<file path="src/rtl/operand_stack_pkg.sv">
// rtl/operand_stack_pkg.sv - shared defaults and width helper for the operand stack
package operand_stack_pkg;

    localparam int DEF_WIDTH = 9;
    localparam int DEF_DEPTH = 4;

    // Smallest n with 2**n >= v; bounded loop so it elaborates as a constant.
    function automatic int clog2(input int v);
        int r;
        r = 0;
        for (int i = 0; i < 31; i++) begin
            if ((1 << r) < v) begin
                r = r + 1;
            end
        end
        return r;
    endfunction

endpackage

</file>
<file path="src/rtl/operand_stack_btn_edge.sv">
// rtl/operand_stack_btn_edge.sv - button synchronizer plus rising-edge pulse generator
//
// Ports:
//   clk    : system clock
//   rst_n  : asynchronous active-low reset
//   btn    : raw asynchronous button level
//   pulse  : one-cycle request, high in the cycle after the second sync stage sees the press
module btn_edge (
    input  logic clk,
    input  logic rst_n,
    input  logic btn,
    output logic pulse
);

    logic       sync1;
    logic       sync2;
    logic       prev;
    logic       armed;
    logic [1:0] warm;

    // warm[1] marks that sync2 carries a real button sample rather than the
    // reset value. armed only rises once a genuine low level has been seen, so a
    // button held through reset release cannot fire until released and repressed.
    always_ff @(posedge clk or negedge rst_n) begin
        if (!rst_n) begin
            sync1 <= 1'b0;
            sync2 <= 1'b0;
            prev  <= 1'b0;
            armed <= 1'b0;
            warm  <= 2'b00;
        end else begin
            sync1 <= btn;
            sync2 <= sync1;
            prev  <= sync2;
            warm  <= {warm[0], 1'b1};
            if (warm[1] && !sync2) begin
                armed <= 1'b1;
            end
        end
    end

    assign pulse = sync2 & ~prev & armed;

endmodule

</file>
<file path="src/rtl/operand_stack.sv">
// rtl/operand_stack.sv - LIFO operand stack driven by debounced-edge push/pop buttons
//
// Ports:
//   clk, rst_n  : clock, asynchronous active-low reset
//   din         : operand written on a committed push
//   enter       : raw push button (rising edge = push request)
//   recall      : raw pop button (rising edge = pop request)
//   clear       : synchronous level flush, highest priority
//   dout        : last recalled operand, dout_valid once loaded
//   count       : stored operand count; full/empty decode it
//   overflow    : sticky, push rejected while full
//   underflow   : sticky, pop rejected while empty
module operand_stack
    import operand_stack_pkg::*;
#(
    parameter int WIDTH = DEF_WIDTH,
    parameter int DEPTH = DEF_DEPTH
) (
    input  logic                          clk,
    input  logic                          rst_n,
    input  logic [WIDTH-1:0]              din,
    input  logic                          enter,
    input  logic                          recall,
    input  logic                          clear,
    output logic [WIDTH-1:0]              dout,
    output logic                          dout_valid,
    output logic [clog2(DEPTH+1)-1:0]     count,
    output logic                          full,
    output logic                          empty,
    output logic                          overflow,
    output logic                          underflow
);

    localparam int CW = clog2(DEPTH + 1);

    logic             push;
    logic             pop;
    logic [WIDTH-1:0] slots [DEPTH];
    logic [WIDTH-1:0] top;

    btn_edge u_enter (
        .clk   (clk),
        .rst_n (rst_n),
        .btn   (enter),
        .pulse (push)
    );

    btn_edge u_recall (
        .clk   (clk),
        .rst_n (rst_n),
        .btn   (recall),
        .pulse (pop)
    );

    assign full  = (count == CW'(DEPTH));
    assign empty = (count == '0);

    // Top-of-stack read mux, slot[count-1].
    always_comb begin
        top = '0;
        for (int i = 0; i < DEPTH; i++) begin
            if (count == CW'(i + 1)) begin
                top = slots[i];
            end
        end
    end

    // Storage is deliberately not reset; only a lone accepted push writes it.
    // During reset push is forced low by the edge detector, so no write survives.
    always_ff @(posedge clk) begin
        if (!clear && push && !pop && !full) begin
            for (int i = 0; i < DEPTH; i++) begin
                if (count == CW'(i)) begin
                    slots[i] <= din;
                end
            end
        end
    end

    always_ff @(posedge clk or negedge rst_n) begin
        if (!rst_n) begin
            count      <= '0;
            dout       <= '0;
            dout_valid <= 1'b0;
            overflow   <= 1'b0;
            underflow  <= 1'b0;
        end else if (clear) begin
            count      <= '0;
            dout       <= '0;
            dout_valid <= 1'b0;
            overflow   <= 1'b0;
            underflow  <= 1'b0;
        end else if (push && pop) begin
            // Simultaneous push and pop forward din straight out, even when empty.
            dout       <= din;
            dout_valid <= 1'b1;
        end else if (push) begin
            if (full) begin
                overflow <= 1'b1;
            end else begin
                count <= count + CW'(1);
            end
        end else if (pop) begin
            if (empty) begin
                underflow <= 1'b1;
            end else begin
                dout       <= top;
                dout_valid <= 1'b1;
                count      <= count - CW'(1);
            end
        end
    end

endmodule

</file>
<file path="config.mk">
export PLATFORM = sky130hd
export DESIGN_NAME = operand_stack
export DESIGN_NICKNAME = d
export VERILOG_FILES = /design/src/rtl/operand_stack_pkg.sv /design/src/rtl/operand_stack_btn_edge.sv /design/src/rtl/operand_stack.sv
export SDC_FILE = /design/constraint.sdc
export NUM_CORES = 1
export LEC_CHECK = 0
export CORE_MARGIN = 8
export CORE_UTILIZATION = 40
export CTS_CLUSTER_SIZE = 24
export DETAILED_ROUTE_END_ITERATION = 6
export PLACE_DENSITY_LB_ADDON = 0.2
export SYNTH_ARGS = -nofsm -noshare
export SYNTH_HDL_FRONTEND = slang
export SYNTH_SLANG_ARGS = --single-unit
</file>
<file path="constraint.sdc">
create_clock -name clk -period 7.4 [get_ports clk]
set_clock_uncertainty 0.1 [all_clocks]
set_input_delay 0.74 -clock clk [delete_from_list [all_inputs] [get_ports clk]]
set_output_delay 0.74 -clock clk [all_outputs]
set_load 0.1 [all_outputs]
</file>
==> Yosys cells after proc, flatten, opt, wreduce, memory -nomap -nowiden <==
Memories as Yosys holds them, arrays and structs flattened.
Cells that the tools add are included.
{ "word_totals": {"ff_bits": 27, "input_bits": 14, "out_inout_bits": 17, "mem_bits_rw": 36, "n_memories": 1} }
{ "mem_list": {"columns": ["name", "words", "width", "rd", "rd_ports_with_merged_regs", "write_ports", "line_no", "source"], "rows": [
  ["slots", 4, 9, 4, 0, 1, "operand_stack.sv:38", "logic [WIDTH-1:0] slots [DEPTH];"]
]} }
{ "classes": {"n_addsub": 2, "n_eq_ne": 10, "n_reduce_logical": 25, "bitwise_logic": 6, "mux": 50} }
{ "op_table": {"columns": ["operator", "n"], "rows": [
  ["9-bit 2-to-1 mux", 12],
  ["1-bit 2-to-1 mux", 29],
  ["9-bit OR reduction", 3],
  ["3-bit 2-to-1 mux", 6],
  ["3-bit by 2-bit != test with 1-bit output (second input constant)", 3],
  ["4-bit AND reduction", 2],
  ["2-bit nonzero test", 4],
  ["3-bit by 2-bit equality test with 1-bit output (second input constant)", 2],
  ["1-bit logical AND", 6],
  ["2-bit 2-to-1 mux", 3],
  ["3-bit AND reduction", 2],
  ["3-bit nonzero test", 2],
  ["1-bit logical NOT", 5],
  ["1-bit AND", 4],
  ["2-bit != test (second input constant)", 2],
  ["3-bit by 1-bit adder with 3-bit output (second input constant)", 1],
  ["3-bit by 1-bit equality test with 1-bit output (second input constant)", 1],
  ["3-bit equality test (second input constant)", 1],
  ["3-bit logical NOT", 1],
  ["3-bit != test (second input constant)", 1],
  ["3-bit by 1-bit subtractor with 3-bit output (second input constant)", 1],
  ["1-bit inverter", 2]
]} }

==> Depth between registers and ports, before layout <==
Gate-level depths: netlist of the first run.
{ "depth": {"ltp_word": 12, "ltp_mapped": 9, "depth_no_buf": 7} }

==> Hierarchy <==
A second synthesis of the first run with hierarchy kept.
{ "hier_totals": {"cells_unflattened": 198, "area_unflattened_um2": 2692.6} }
{ "modules_own_cells": {"columns": ["module", "seq_area_each_um2", "area_each_um2", "instances", "cells_per_inst"], "rows": [
  ["operand_stack", 1456.4, 2347.3, 1, 176],
  ["btn_edge", 150.1, 172.7, 2, 11]
]} }

==> Worst setup path before layout of the first run <==
Ideal clock, no wire load.
{ "synth_timing": {"path_kind": "register to register", "startpoint": "reg count[0]", "endpoint": "reg dout[0]", "path_slack_ns": 4.150, "path_buffers": 2, "path_stages_with_launch": 10, "arrival_time_ns": 3.055, "cell_sequence": "dfrtp_1 -> inv_1 -> ha_1 -> clkbuf_2 -> nand2b_1 -> inv_1 -> a21oi_2 -> buf_4 -> nor2_1 -> a311oi_2"} }
{ "synth_rtl": {"columns": ["item", "line_no", "source"], "rows": [
  ["start: declaration", "operand_stack.sv:27", "output logic [clog2(DEPTH+1)-1:0] count,"],
  ["start signal: assignment", "operand_stack.sv:101", "count <= count + CW'(1);"],
  ["start signal: assignment", "operand_stack.sv:109", "count <= count - CW'(1);"],
  ["3-bit logical NOT", "operand_stack.sv:56", "assign empty = (count == '0);"],
  ["named net empty", "operand_stack.sv:29", "output logic empty,"],
  ["3-bit by 2-bit != test with 1-bit output (no line)", null, null],
  ["3-bit AND reduction (no line)", null, null],
  ["end signal: assignment", "operand_stack.sv:95", "dout <= din;"],
  ["end signal: assignment", "operand_stack.sv:107", "dout <= top;"],
  ["end: declaration", "operand_stack.sv:25", "output logic [WIDTH-1:0] dout,"]
]} }
The timed path passes the listed nets, and every way through them passes these cells. The select of a mux whose other input is x is not followed.
A chain may end at the register's enable or synchronous reset.

==> Final worst setup path of the first run <==
{ "layout_timing": {"startpoint": "reg count[1]", "endpoint": "out full"} }
{ "layout_via": {"elab_chain_len": 1} }
{ "layout_lines": {"columns": ["item", "line_no", "source"], "rows": [
  ["3-bit equality test", "operand_stack.sv:55", "assign full = (count == CW'(DEPTH));"],
  ["end: declaration", "operand_stack.sv:28", "output logic full,"]
]} }
Every way passes these cells.

==> results.sh, run 1 <==
export IMPL_synthTopCellsByCount="36 x edfxtp_1, 26 x nor2_1, 25 x dfrtp_1"
export IMPL_place_congestion=0.765
export IMPL_boundaryPins=31
export IMPL_path_class="reg -> out"
export IMPL_avgRoutedWirePerCell_um=18.0
export IMPL_worstPathMaxFanout=11
export IMPL_power_density_cell_area_mw_per_mm2=282
export IMPL_drt_antenna_violating_nets=0
export IMPL_syn_area_mm2=0.00262
export IMPL_outcome="finished clean"
export IMPL_swShare=0.331
export IMPL_fin_crit_ns=4.06
export IMPL_antenna_cells_inserted=0
export IMPL_routed_wl_met2_mm=2.76
export IMPL_worst_hold_path_endpoint="u_enter.warm[1]$_DFF_PN0_"
export IMPL_cp_start_kind="flop"
export IMPL_cts_htree_levels=3
export IMPL_report_final_hold_viol_count=0
export IMPL_reg_clk_slew_reported_paths_ns=0.07
export IMPL_pwr_share_comb=0.261
export IMPL_largest_net_degree_at_the_start_of_global_routing=26
export IMPL_irDropWorstVdd_uv=141
export IMPL_rsz_0062_raised_after_global_routing="false"
export IMPL_die_h_um=97.0
export IMPL_syn_instance_count=199
export IMPL_routed_via_density=5.50
export IMPL_p_int_uw=601
export IMPL_synth_edff_count=36
export IMPL_syn_to_layout_area_delta_pct=21.6
export IMPL_r2r_start="count[2]$_DFFE_PN0P_"
export IMPL_worst_slew_pin_slew_ns=1.26
export IMPL_worst_r2r_path_depth=4
export IMPL_min_path_type="reg -> reg"
export IMPL_cts_sinks=61
export IMPL_drive_gt1_frac=0.130
export IMPL_insertion_delay_ns=0.33
export IMPL_initial_core_util=0.413
export IMPL_finish_utilization=0.502
export IMPL_die_area_mm2=0.00941
export IMPL_die_w_um=97.0
export IMPL_synth_net_count=219
export IMPL_floorplan_rows=29
export IMPL_pwr_share_seq=0.431
export IMPL_p_total_uw=898
export IMPL_global_route_wire_length_before_repair_mm=9.05
export IMPL_ys_async_sr_fraction=0.410
export IMPL_critical_path_reg2reg_endpoint="slots[3][1]$_DFFE_PP_"
export IMPL_place_detailed_hpwl_mm=3.68
export IMPL_post_synth_top_area_cell="edfxtp_1"
export IMPL_reg_top3="slots (36), dout (9), count (3)"
export IMPL_final_max_tran_viols=0
export IMPL_syn_avg_cell_area_um2=13.2
export IMPL_p_clk_frac=0.308
export IMPL_postCtsHoldBufs=0
export IMPL_synth_lib_cells_used_distinct=38
export IMPL_routed_via_count=1737
export IMPL_largest_register_ff_count=36
export IMPL_setup_viol=0
export IMPL_highest_layer="met4"
export IMPL_core_region_area_mm2=0.00635
export IMPL_worst_setup_path_end_kind="output pin"
export IMPL_p_sw_uw=297
export IMPL_layout_worst_path_cycle_share=0.549
export IMPL_fillers=546
export IMPL_relative_slew_slack=0.156
export IMPL_yosysTopAreaCellShare=0.412
export IMPL_clock_tree_buffer_depth=2
export IMPL_grt_remaining_overflow=0
export IMPL_met3RoutedLength_um=329
export IMPL_cts_tree="yes"
export IMPL_fin_tns_setup_ns=0
export IMPL_finalNetCount=254
export IMPL_drc=0
export IMPL_synth_top_cells_by_area="edfxtp_1 41%, dfrtp_1 24%, a311oi_2 4.6%"
export IMPL_critical_path_data_arrival_time_ns=3.22
export IMPL_min_from="u_recall.warm[0]$_DFF_PN0_"
export IMPL_drt_pre_antenna_iters=4
export IMPL_ys_seq_area_frac=0.650
export IMPL_critPathRequiredTime_ns=6.56
export IMPL_maxClockFrequency_ghz=0.246
export IMPL_hold_path_depth=0
export IMPL_ctsResizeCount=0
export IMPL_antenna_violations_before_repair=0
export IMPL_place_port_buffers=30
export IMPL_fin_hold_ws_ns=0.247
export IMPL_tritoncts_num_buffers=9
export IMPL_cts_root_buf="clkbuf_8"
export IMPL_count_leader_synth="edfxtp_1"
export IMPL_number_of_violations_of_the_max_capacitance_limit=0
export IMPL_p_leak_uw=0.00114
export IMPL_route_final_wire_length_mm=5.69
export IMPL_groute_usage_overall=0.123
export IMPL_wl_met1_mm=2.52
export IMPL_post_cts_setup_buffers=0
export IMPL_grt_pass1_vias=1705
export IMPL_worst_r2r_setup_slack_ns=4.50
export IMPL_first_iter_violations=106
export IMPL_synthFlopType="edfxtp_1"
export IMPL_total_number_of_yosys_warnings=0
export IMPL_largest_register="slots"
export IMPL_ys_seq_elements=61
[cells in the final DEF (no fill, tap or decap), drive strengths merged, types with 2 or more instances in the layout]
master | netlist | layout
a21oi | 2 | 2
nand2 | 24 | 24
nand2b | 3 | 3
ha | 6 | 6
a31oi | 3 | 3
inv | 9 | 9
a221oi | 8 | 8
a211o | 9 | 9
edfxtp | 36 | 36
o211ai | 2 | 2
nor3 | 4 | 4
o21ai | 3 | 3
clkinv | 0 | 4
dfrtp | 25 | 25
a221o | 2 | 2
nand3b | 2 | 2
nor2 | 27 | 27
clkdlybuf4s50 | 0 | 30
a311oi | 8 | 8
a21o | 2 | 2
buf | 5 | 4
nor4b | 3 | 3
clkbuf | 5 | 11
[worst max path at each step]
stage / end / start
5_1_grt: full / count[0]$_DFFE_PN0P_
6_report: full / count[1]$_DFFE_PN0P_
3_3_place_gp: full / count[0]$_DFFE_PN0P_
3_5_place_dp: full / count[0]$_DFFE_PN0P_
4_1_cts: full / count[1]$_DFFE_PN0P_
2_1_floorplan: dout[0]$_DFFE_PN0P_ / count[0]$_DFFE_PN0P_
[power by group through the flow]
stage	Clock [uW]	Combinational [uW]	Sequential (uW)
floorplan	0	115	455
global placement	0	236	393
detailed placement	0	236	394
CTS	283	237	388
global route	298	249	389
finish	276	235	387
[routing by layer]
layer | track usage | up-vias
met1 | 0.148 | 859
met2 | 0.190 | 58
met3 | 0.0398 | 10
met5 | 0 | -
met4 | 0.0663 | 0
li1 | - | 810
[metrics by stage]
stage               cells  instance area (um^2)  setup WS [ns]
global placement      300                  3010           3.75
floorplan             199                  2620           4.15
CTS                   316                  3190           3.32
finish                316                  3190           3.34
detailed placement    300                  3010           3.70
global route          316                  3190           3.13
[final cells by class]
type / instances / area, um^2 / area share
sequential: 61 / 1710 / 0.535
multi-input combinational: 119 / 841 / 0.264
timing repair buffer: 34 / 330 / 0.104
clock buffer: 11 / 131 / 0.0412
tap: 77 / 96.3 / 0.0302
clock inverter: 5 / 51.3 / 0.0161
inverter: 9 / 33.8 / 0.0106
[cells by family (layout without fill, tap and decap cells)]
logic type	Yosys count	in the layout	synth area share
compound gates	45	45	0.159
fa+ha+maj	6	6	0.0286
buf+inv	19	59	0.0334
flops	61	61	0.650
mux	1	1	0.00429
other cells	1	1	0.00143
simple gates	66	66	0.123
[worst max-delay path, stage by stage, from the launching register on]
cell and delay (ns):
dfrtp_1 0.45, inv_1 0.13, ha_1 0.31, nand2_1 0.30, inv_1 0.46, clkdlybuf4s50_1 1.23
Note: power is estimated with default switching activity, not from simulation.
==> run 2: changes to the inputs <==
Clock period 7.4 ns to 3.85 ns, I/O delays scaled along.
==> results.sh, run 2 (same netlist as run 1, synthesis figures left out) <==
export IMPL_path_cells="inv_1 > ha_1 > nand2_1 > inv_1 > buf_4"
export IMPL_fillers=573
export IMPL_place_detailed_hpwl_mm=3.73
export IMPL_worstPathMaxFanout=11
export IMPL_largest_register="slots"
export IMPL_die_area_mm2=0.00941
export IMPL_avgRoutedWirePerCell_um=17.8
export IMPL_dpl_cell_count=304
export IMPL_drt_pre_antenna_iters=4
export IMPL_ctsResizeCount=0
export IMPL_antenna_cells_inserted=0
export IMPL_place_port_buffers=30
export IMPL_cts_tree="yes"
export IMPL_global_route_wire_length_before_repair_mm=9.09
export IMPL_critical_path_data_arrival_time_ns=2.47
export IMPL_grt_pass1_vias=1682
export IMPL_cts_sinks=61
export IMPL_critPathRequiredTime_ns=3.37
export IMPL_fin_hold_ws_ns=0.247
export IMPL_routed_via_density=5.37
export IMPL_groute_usage_overall=0.125
export IMPL_fin_tns_setup_ns=0
export IMPL_standard_cell_with_the_maximum_stage_delay_on_the_critical_path="inv_1"
export IMPL_cts_root_buf="clkbuf_8"
export IMPL_number_of_buffers_and_inverters_on_the_critical_path=3
export IMPL_post_cts_setup_buffers=0
export IMPL_postCtsHoldBufs=0
export IMPL_final_seq_area_mm2=0.00171
export IMPL_worst_slew_pin_slew_ns=0.985
export IMPL_cp_start_kind="flop"
export IMPL_drive_gt1_frac=0.148
export IMPL_worst_setup_path_end_kind="output pin"
export IMPL_drt_antenna_violating_nets=0
export IMPL_min_path_type="reg -> reg"
export IMPL_p_total_uw=1720
export IMPL_cp_top_family="buffers and inverters"
export IMPL_layout_worst_path_cycle_share=0.767
export IMPL_reg_clk_slew_reported_paths_ns=0.07
export IMPL_route_final_wire_length_mm=5.69
export IMPL_cts_htree_levels=3
export IMPL_floorplan_rows=29
export IMPL_place_congestion=0.728
export IMPL_report_final_hold_viol_count=0
export IMPL_core_region_area_mm2=0.00635
export IMPL_relative_slew_slack=0.341
export IMPL_cell_seen_most_often_among_critical_path_stages="inv_1"
export IMPL_insertion_delay_ns=0.34
export IMPL_boundaryPins=31
export IMPL_setup_viol=0
export IMPL_power_density_cell_area_mw_per_mm2=536
export IMPL_multi_input_gate_area_in_the_final_layout_um2=836
export IMPL_clock_tree_buffer_depth=2
export IMPL_rsz_0062_raised_after_global_routing="false"
export IMPL_irDropWorstVdd_uv=218
export IMPL_grt_remaining_overflow=0
export IMPL_outcome="finished clean"
export IMPL_antenna_violations_before_repair=0
export IMPL_drc=0
export IMPL_finalNetCount=258
export IMPL_final_max_tran_viols=0
export IMPL_slowest_delay_ns=0.46
export IMPL_syn_to_layout_area_delta_pct=22.3
export IMPL_largest_net_degree_at_the_start_of_global_routing=26
export IMPL_first_iter_violations=79
export IMPL_p_leak_uw=0.00115
export IMPL_tritoncts_num_buffers=9
export IMPL_routed_via_count=1717
export IMPL_die_w_um=97.0
export IMPL_finalNonFillerCells=320
export IMPL_largest_register_ff_count=36
export IMPL_path_class="reg -> out"
export IMPL_maxClockFrequency_ghz=0.339
export IMPL_number_of_violations_of_the_max_capacitance_limit=0
export IMPL_fin_crit_ns=2.95
export IMPL_final_common_cell="edfxtp_1"
export IMPL_final_cell_mix="36 x edfxtp_1, 28 x clkdlybuf4s50_1, 26 x nor2_1"
export IMPL_die_h_um=97.0
export IMPL_reg_top3="slots (36), dout (9), count (3)"
export IMPL_initial_core_util=0.413
## run 2: cell count changes in the layout (fill, tap and decap cells not counted)
| cell | before | now |
|---|---|---|
| clkinv_1 | 2 | 3 |
| clkinv_4 | 1 | 0 |
| nor3_1 | 3 | 4 |
| nor3_2 | 1 | 0 |
| clkdlybuf4s50_1 | 30 | 28 |
| clkinvlp_4 | 0 | 1 |
| clkbuf_1 | 2 | 1 |
| buf_4 | 4 | 10 |
## run 2: final timing paths
| check | to | slack, ns | startpoint | depth (start not counted) |
|---|---|---|---|---|
| worst max-delay path | full | 0.90 | count[0]$_DFFE_PN0P_ | 5 |
| worst min-delay path | u_enter.sync2$_DFF_PN0_ | 0.25 | u_enter.sync1$_DFF_PN0_ | 0 |
| worst max register to register | dout[6]$_DFFE_PN0P_ | 1.10 | count[2]$_DFFE_PN0P_ | 6 |
| worst min register to register | u_enter.sync2$_DFF_PN0_ | 0.25 | u_enter.sync1$_DFF_PN0_ | 0 |
| max in group asynchronous | u_enter.sync2$_DFF_PN0_ | 3.08 | rst_n | 2 |
| min in group asynchronous | count[1]$_DFFE_PN0P_ | 0.31 | rst_n | 2 |
## run 2: per-stage QoR
| stage | util | worst slack, ns | instance area [um^2] |
|---|---|---|---|
| after floorplan | - | 0.600 | 2620 |
| final | 0.505 | 0.898 | 3210 |
| after global routing | 0.505 | 0.674 | 3210 |
| after detailed placement | 0.477 | 1.08 | 3030 |
| after global placement | 0.477 | 1.17 | 3030 |
| after CTS | 0.505 | 0.812 | 3210 |
## run 2: power breakdown
group	switching (uW)	total (uW)	internal (uW)	leakage, uW
Sequential	22.4	745	722	0.000640
Clock	239	530	291	0.0000888
Combinational	309	446	138	0.000426
Total	570	1720	1150	0.00115
## run 2: routing by layer
metal  vias to the layer above  track usage  wire, um
li1                        819            -         -
met4                         0       0.0817       145
met3                        12       0.0334       238
met1                       847        0.153      2610
met2                        39        0.189      2700
met5                         -            0         0
## run 2: final cells by class
| cell class | instances | area share |
|---|---|---|
| Timing Repair Buffer | 38 | 0.111 |
| Clock inverter | 6 | 0.0168 |
| Multi-Input combinational cell | 119 | 0.260 |
| Clock buffer | 10 | 0.0398 |
| Inverter | 9 | 0.0105 |
| Sequential cell | 61 | 0.532 |
| Tap cell | 77 | 0.0300 |
## run 2: worst register-to-register path: cells and delay by family, from the launching register on
| family | cells | cell delay, ns |
|---|---|---|
| flip-flops | 1 | 0.67 |
| AND/OR/NAND/NOR | 2 | 0.78 |
| AO/OA/AOI/OAI | 2 | 0.53 |
| adder cells (fa/ha/maj) | 1 | 0.44 |
| buffers and inverters | 1 | 0.12 |
